File: config.mk
export PLATFORM = sky130hd
export DESIGN_NAME = reg_file_sb
export DESIGN_NICKNAME = d
export VERILOG_FILES = /design/src/rtl/regfile_pkg.sv /design/src/rtl/sb_popcount.sv /design/src/rtl/reg_file_sb.sv
export SDC_FILE = /design/constraint.sdc
export NUM_CORES = 2
export LEC_CHECK = 0
export BUFFER_PORTS_ARGS = -buffer_cell sky130_fd_sc_hd__buf_4
export CORE_ASPECT_RATIO = 0.8
export CORE_MARGIN = 3
export CORE_UTILIZATION = 45
export DETAILED_ROUTE_END_ITERATION = 8
export GPL_TIMING_DRIVEN = 0
export MAX_ROUTING_LAYER = met4
export PLACE_DENSITY = 0.63
export SKIP_CTS_REPAIR_TIMING = 1
export SYNTH_ARGS = -nofsm -noshare
export SYNTH_HDL_FRONTEND = slang
export SYNTH_HIERARCHICAL = 1
export SYNTH_SLANG_ARGS = --single-unit
File: constraint.sdc
create_clock -name clock -period 29.4 [get_ports clock]
set_input_delay 1.47 -clock clock [delete_from_list [all_inputs] [get_ports clock]]
set_output_delay 1.47 -clock clock [all_outputs]
set_load 0.005 [all_outputs]
File: src/rtl/regfile_pkg.sv
// Shared constants and helpers for the decode-stage register file with scoreboard.
// Latency: n/a (package only).
// Backpressure: n/a.
package regfile_pkg;

    localparam int DEF_DATA_W   = 32;
    localparam int DEF_NUM_REGS = 32;
    localparam int ZERO_REG_ID  = 0;

    // Address width for a register count, never narrower than one bit.
    function automatic int addr_w(input int num_regs);
        return (num_regs <= 2) ? 1 : $clog2(num_regs);
    endfunction

endpackage

File: src/rtl/sb_popcount.sv
// Population count of the pending-write vector.
// Latency: combinational.
// Backpressure: none.
module sb_popcount #(
    parameter int N     = 32,
    parameter int CNT_W = 6
) (
    input  logic [N-1:0]     bits,
    output logic [CNT_W-1:0] cnt
);

    always_comb begin
        cnt = '0;
        for (int i = 0; i < N; i++) begin
            cnt = cnt + CNT_W'(bits[i]);
        end
    end

endmodule

File: src/rtl/reg_file_sb.sv
// Multi-port register file with write bypass and a per-register pending-write scoreboard.
// Latency: reads combinational; writes, pending bits and pending_cnt update on the clock edge.
// Backpressure: none; the hazard unit stalls issue using rd_pending.
module reg_file_sb
    import regfile_pkg::*;
#(
    parameter int DATA_W   = DEF_DATA_W,
    parameter int NUM_REGS = DEF_NUM_REGS,
    parameter int NUM_READ = 2,
    parameter int ZERO_REG = 1,
    parameter int BYPASS   = 1,
    localparam int ADDR_W  = addr_w(NUM_REGS)
) (
    input  logic                         clock,
    input  logic                         reset,
    input  logic [NUM_READ*ADDR_W-1:0]   rd_addr,
    output logic [NUM_READ*DATA_W-1:0]   rd_data,
    output logic [NUM_READ-1:0]          rd_pending,
    input  logic                         wr_en,
    input  logic [ADDR_W-1:0]            wr_addr,
    input  logic [DATA_W-1:0]            wr_data,
    input  logic                         iss_en,
    input  logic [ADDR_W-1:0]            iss_addr,
    output logic [ADDR_W:0]              pending_cnt
);

    logic [NUM_REGS-1:0][DATA_W-1:0] reg_q;
    logic [NUM_REGS-1:0]             pend;
    logic [NUM_REGS-1:0]             pend_nxt;
    logic [ADDR_W:0]                 cnt_nxt;

    for (genvar r = 0; r < NUM_REGS; r++) begin : g_reg
        if (ZERO_REG != 0 && r == ZERO_REG_ID) begin : g_zero
            assign reg_q[r]    = '0;
            assign pend[r]     = 1'b0;
            assign pend_nxt[r] = 1'b0;
        end else begin : g_live
            logic [DATA_W-1:0] q;
            logic              p;
            logic              wr_hit;
            logic              iss_hit;

            assign wr_hit  = wr_en  && (wr_addr  == ADDR_W'(r));
            assign iss_hit = iss_en && (iss_addr == ADDR_W'(r));
            // A new producer issuing on the writeback cycle keeps the bit set.
            assign pend_nxt[r] = iss_hit | (p & ~wr_hit);

            always_ff @(posedge clock or posedge reset) begin
                if (reset) begin
                    q <= '0;
                    p <= 1'b0;
                end else begin
                    if (wr_hit) begin
                        q <= wr_data;
                    end
                    p <= pend_nxt[r];
                end
            end

            assign reg_q[r] = q;
            assign pend[r]  = p;
        end
    end

    sb_popcount #(
        .N     (NUM_REGS),
        .CNT_W (ADDR_W + 1)
    ) u_popcount (
        .bits (pend_nxt),
        .cnt  (cnt_nxt)
    );

    always_ff @(posedge clock or posedge reset) begin
        if (reset) begin
            pending_cnt <= '0;
        end else begin
            pending_cnt <= cnt_nxt;
        end
    end

    for (genvar k = 0; k < NUM_READ; k++) begin : g_rd
        logic [ADDR_W-1:0] addr;
        logic              is_zero;
        logic              byp_hit;
        logic              iss_same;

        assign addr     = rd_addr[k*ADDR_W +: ADDR_W];
        assign is_zero  = (ZERO_REG != 0) && (addr == ADDR_W'(ZERO_REG_ID));
        assign byp_hit  = (BYPASS != 0) && wr_en && (wr_addr == addr);
        assign iss_same = iss_en && (iss_addr == addr);

        assign rd_data[k*DATA_W +: DATA_W] = is_zero ? '0 :
                                             byp_hit ? wr_data : reg_q[addr];
        assign rd_pending[k] = is_zero                ? 1'b0 :
                               (byp_hit && !iss_same) ? 1'b0 : pend[addr];
    end

endmodule

Yosys cells after proc, flatten, opt, wreduce, memory -nomap -nowiden:

Index checks and enable logic that the tools add are counted.

* logic and storage cells: 342
* flip-flop bits (word level): 1029

* add/sub/neg operators: 30
* order comparisons: 2
* muxes and demuxes: 16
* equal/unequal tests: 66
* bitwise gates (word level): 93
* reduce and logical (&&, ||, !) cells: 72

Operators with widths (number)
* $bmux 32 s5: 2
* $mux 32: 6
* $add 6x1->6: 29
* $eq 5x5->1 const B: 32
* $eq 5x4->1 const B: 16
* $logic_and 1x1->1: 68
* $eq 5x3->1 const B: 8
* $and 1x1->1: 31
* $not 1->1: 31
* $or 1x1->1: 31
* $eq 5x2->1 const B: 4
* $eq 5x5->1: 4
* $lt 5x6->1 const B: 2
* $bmux 1 s5: 2
* $eq 5x1->1 const B: 2
* $logic_not 5->1: 2
* $mux 1: 6
* $add 1x1->2: 1
* $logic_not 1->1: 2

Logic depth before layout (Yosys ltp):

* depth in word-level cells: 35
* depth in mapped cells: 23
* gate-level depth less buffers: 20

By module:

The synthesis kept the hierarchy.

Modules (own cells, without submodules)
* reg_file_sb: area an instance 56155.1 um^2, times used 1, cells an instance 3979
* sb_popcount: area an instance 750.7 um^2, times used 1, cells an instance 71

Worst setup path after synthesis:

OpenSTA, ideal clock, no wires.

* path kind: input to register
* from: input port wr_en
* to: register pending_cnt[4]
* data arrival time: 6727 ps
* data required time: 29321 ps
* path buffers: 2
* setup slack: 22594 ps
* stages: 22
* cells stage by stage: clkbuf_1 nand2b_1 nor3b_2 nand3_1 clkbuf_1 a32o_1 inv_1 fa_1 inv_1 fa_1 fa_1 fa_1 fa_1 inv_1 fa_1 inv_1 ha_1 inv_1 fa_1 nand2b_1 a21oi_2 xor2_1

* elaborated cells between the ends (all ways): 154
* those cells by class: 30 x add/sub; 93 x bitwise; 31 x reduce/logical

RTL lines
* start: declaration: RTL line reg_file_sb.sv:19 `input logic wr_en,`
* $logic_and 1x1->1: RTL line reg_file_sb.sv:43 `assign wr_hit = wr_en && (wr_addr == ADDR_W'(r));`
* $not 1->1: RTL line reg_file_sb.sv:46 `assign pend_nxt[r] = iss_hit | (p & ~wr_hit);`
* $and 1x1->1: RTL line reg_file_sb.sv:46
* $or 1x1->1: RTL line reg_file_sb.sv:46
* via pend_nxt[13]: RTL line reg_file_sb.sv:29 `logic [NUM_REGS-1:0] pend_nxt;`
* $add 6x1->6 (19 in a row): RTL line sb_popcount.sv:15 `cnt = cnt + CNT_W'(bits[i]);`
* via cnt_nxt[4]: RTL line reg_file_sb.sv:30 `logic [ADDR_W:0] cnt_nxt;`
* end signal: assignment: RTL line reg_file_sb.sv:77 `pending_cnt <= cnt_nxt;`
* end: declaration: RTL line reg_file_sb.sv:24 `output logic [ADDR_W:0] pending_cnt`

The timed path passes the listed nets, and every way through them passes these cells.
A chain may end at the register's enable or synchronous reset.

Worst setup path after layout:

* from: input port rd_addr[4]
* to: output port rd_data[18]

* cells in the longest elaborated chain, start to end: 4
* elaborated cells between the ends (all ways): 7
* those cells by class: 1 x eq/ne; 4 x mux; 2 x reduce/logical

RTL lines
* start: declaration: RTL line reg_file_sb.sv:16 `input logic [NUM_READ*ADDR_W-1:0] rd_addr,`
* $bmux 32 s5 / $eq 5x5->1 (equally long branches): RTL line reg_file_sb.sv:93, reg_file_sb.sv:89
* $mux 32 (not written as such) / $logic_and 1x1->1 (equally long branches): RTL line reg_file_sb.sv:93, reg_file_sb.sv:89
* $mux 32: RTL line reg_file_sb.sv:93 `byp_hit ? wr_data : reg_q[addr];`
* $mux 32 (*): RTL line reg_file_sb.sv:92 `assign rd_data[k*DATA_W +: DATA_W] = is_zero ? '0 :`
* end: declaration: RTL line reg_file_sb.sv:17 `output logic [NUM_READ*DATA_W-1:0] rd_data,`

Mark *: on every way between the ends. The rest lies on a longest branch, timed or not. The select of a mux whose other input is x is not followed.

==> summary.txt <==
Outcome
  • Status: finished with violations
  • Failing checks: max-capacitance violations, max-slew violations

Synth
  • Fraction of registers with async set or reset after synthesis: 100%
  • Synth Area in Adders: 0.998%
  • Synth Area in Compound Gates: 5.44%
  • Ys flop type: dfrtp_1
  • Number of enable flip-flop cells after synthesis: 0
  • Syn Std Cell Area: 0.0569 sq mm
  • Mapped Cells: 4,050
  • Post-Synth XOR/XNOR Area: 0.354%
  • Multiplexer area fraction after synthesis: 40.7%
  • Seq/Total Area, Yosys: 45.2%
  • Combinational family with the most area after synthesis: multiplexers
  • Net count after synthesis: 4,137
  • Yosys warns: 6
  • Yosys reg bits: 1,029
  • Syn_area_per_cell: 14.1 sq um
  • Unique cell type count in the Yosys netlist: 57
  • Simple-gate share of the synthesized area: 3.39%

Clocking
  • Clock Latency Late Sink: 760 ps
  • Clock Tree Root: clkbuf_16
  • CTS tree: built
  • CTS Buffer Depth: 3
  • CTS clk-pin slew, worst paths: 60 ps
  • CTS H-tree lvls: 3
  • Total CTS buffers: 111
  • Clock Sinks: 1,029

Global route
  • First-pass GRT wire length: 346 mm
  • Initial antenna violation count: 27
  • Largest net degree at the start of global routing: 42
  • Congestion Overflow GR: 0
  • Vias in the first global route: 41.3k
  • GRT Total Usage: 40.1%

Route
  • Routed WL per cell: 42.3 um
  • Final WL: 257 mm
  • Vias: 43.2k
  • DRT Pass-1 Iters: 6
  • DRT antenna net count: 0
  • DR DRC count: 0
  • 1st-iter DRT viols: 6,671
  • Via/cell ratio: 7.11

Placement
  • Post-DP HPWL: 179 mm
  • Placed cell count: 5,843
  • I/O Buffers: 110
  • Routability cong.: 1.03
  • Placed cell area: 0.0604 sq mm

STA
  • Final period util: 28.2%
  • Max Freq: 121 MHz
  • RSZ-0062 raised after global routing: false
  • Worst slew margin relative to its limit: -10.1%
  • Final Hold Fails: 0
  • Crit path time final: 8280 ps
  • # setup viols final: 0
  • Setup TNS: 0 ps
  • Post-Route Skew: 26.6 ps
  • Measured slew at the worst slew-check pin: 1650 ps
  • Final Slew Violations: 99

Finish
  • Layout cells sized above 1: 46.9%
  • Post-layout instance count excluding filler cells: 6,075
  • Finished Cell Area: 0.0645 sq mm
  • Synth-to-layout area growth: 13.4%
  • Fin nets: 4,394

Run
  • MaxCap Viol Count: 9

Critical path
  • Worst setup EP type: output pin
  • Worst path required time: 27,930 ps
  • Worst Setup Start Kind: input port
  • Most used cell, CP: clkbuf_1
  • Critical path class: in2out
  • Largest stage delay on the critical path: 1150 ps
  • Critical path peak fanout: 10
  • Critical path cell sequence: buf_4 -> clkbuf_1 -> clkbuf_1 -> clkbuf_1 -> o311ai_0 -> a31oi_1 -> buf_4
  • Worst path slowest cell: a31oi_1
  • CP Data Arrival Time: 6810 ps
  • Worst reg-to-reg path cell count: 16

Floorplan
  • Die footprint: 0.131 sq mm
  • Die Y: 324 um
  • Starting Density: 45.4%
  • Die Wd: 404 um
  • Row cnt: 116
  • Core footprint: 0.125 sq mm
  • Num ports: 128

Hold path
  • Hold Crit Class: reg2reg
  • WHS Path Cells: 1

Pwr
  • Pwr/cell area: 77.3 mW/mm^2
  • Pleak: 28.1 nW
  • Worst vdd ir: 190 uV
[synth_stat cells, types with 6 or more instances]
cell type     n  share of area, %
a2111oi_0    18              0.28
a211oi_1     33              0.44
a21oi_1      46              0.40
a221o_1      23              0.40
a221oi_1     35              0.54
a22o_1       35              0.54
a22oi_1      63              0.83
a311oi_1     13              0.20
buf_1        41              0.27
buf_2       136               1.2
buf_4        31              0.41
buf_6        17              0.34
clkbuf_1    211               1.4
dfrtp_1    1029                45
fa_1         24              0.84
ha_1          7              0.15
inv_1        32              0.21
mux2_2     1113                22
mux2i_1     187               3.3
mux4_2      390                15
nand2_1      99              0.65
nand2b_1     16              0.18
nand3_1      34              0.30
nand4b_1      6             0.092
nor2_1      107              0.71
nor2b_1      29              0.32
nor3_1       65              0.57
nor3b_1      11              0.15
nor4_1       12              0.13
o21ai_0      41              0.36
o221a_2      17              0.34
o221ai_1     13              0.20
o22ai_1      36              0.40
o311a_1      14              0.25
xnor2_1      10              0.15
xor2_1       13              0.20
[worst paths after layout]
check | startpoint | endpoint | slack (ps)
max | rd_addr[4] | rd_data[18] | 21120
min | g_reg[3].g_live.q[23] | g_reg[3].g_live.q[23] | 530
max reg2reg | g_reg[7].g_live.p | pending_cnt[4] | 24280
min reg2reg | g_reg[3].g_live.q[23] | g_reg[3].g_live.q[23] | 530
max in group asynchronous | reset | g_reg[5].g_live.q[21] | 26930
min in group asynchronous | reset | g_reg[15].g_live.q[6] | 760
[power breakdown]
part | switching [mW] | internal (mW) | leakage, nW
Clock | 0.649 | 0.910 | 1.93
Sequential | 0.225 | 1.71 | 13.1
Combinational | 0.732 | 0.762 | 13.1
[sequential cells by signal, summed over array words and instances, names as in the netlist]
name,cells
g.g_live.p,31
g.g_live.q,992
pending_cnt,6
[per-layer routing]
metal | part of all wire, % | vias up | wire, um | GRT usage (%)
li1 | - | 16100 | - | -
met1 | 38 | 22700 | 97300 | 50.6
met2 | 40 | 3582 | 102000 | 52.0
met3 | 17 | 795 | 43200 | 22.0
met4 | 5.5 | 0 | 14100 | 18.4
met5 | 0 | - | 0 | -
[through the flow]
| step | total power [mW] | setup WS [ps] | util [%] | hold WS [ps] |
|---|---|---|---|---|
| floorplan | 2.94 | 13750 | - | 482 |
| global placement | 3.36 | 7200 | 47.7 | 500 |
| detailed placement | 3.40 | 21170 | 48.2 | 509 |
| CTS | 4.94 | 21920 | 51.4 | 523 |
| global route | 5.17 | 21470 | 51.5 | 534 |
| finish | 4.99 | 21120 | 51.5 | 526 |
[worst max-delay path: cells and delay by family]
kind	cells	cell delay (ps)
buf+inv	5	3450
compound gates	2	1860
[layout make-up]
cell class | instances | area [sq um]
fill | 10700 | 60700
multi-input combinational | 2553 | 29000
sequential | 1029 | 25700
clock buffer | 151 | 3200
tap | 1652 | 2070
buffer | 436 | 2060
timing repair buffer | 144 | 1470
clock inverter | 52 | 747
inverter | 32 | 124
antenna | 26 | 65.1
[cells in the final DEF, fill, tap and decap left out, types with 33 or more instances in the layout]
master        n
dfrtp_1    1029
o22ai_1      36
buf_4       141
o21ai_0      41
clkbuf_1    219
buf_1        41
a22o_1       35
clkbuf_16   113
a221oi_1     35
mux2i_1     187
a22oi_1      63
nor3_1       57
mux4_2      390
nor2_1      107
nand3_1      34
a211oi_1     33
nand2_1      99
a21oi_1      46
mux2_2     1113
buf_2       138
[logic make-up after synthesis]
group                    Yosys count
buffers and inverters            468
AO/OA/AOI/OAI                    406
other                              1
XOR/XNOR                          23
AND/OR/NAND/NOR                  402
multiplexers                    1690
flip-flops                      1029
adder cells (fa/ha/maj)           31
Note: power is estimated with default switching activity, not from simulation.
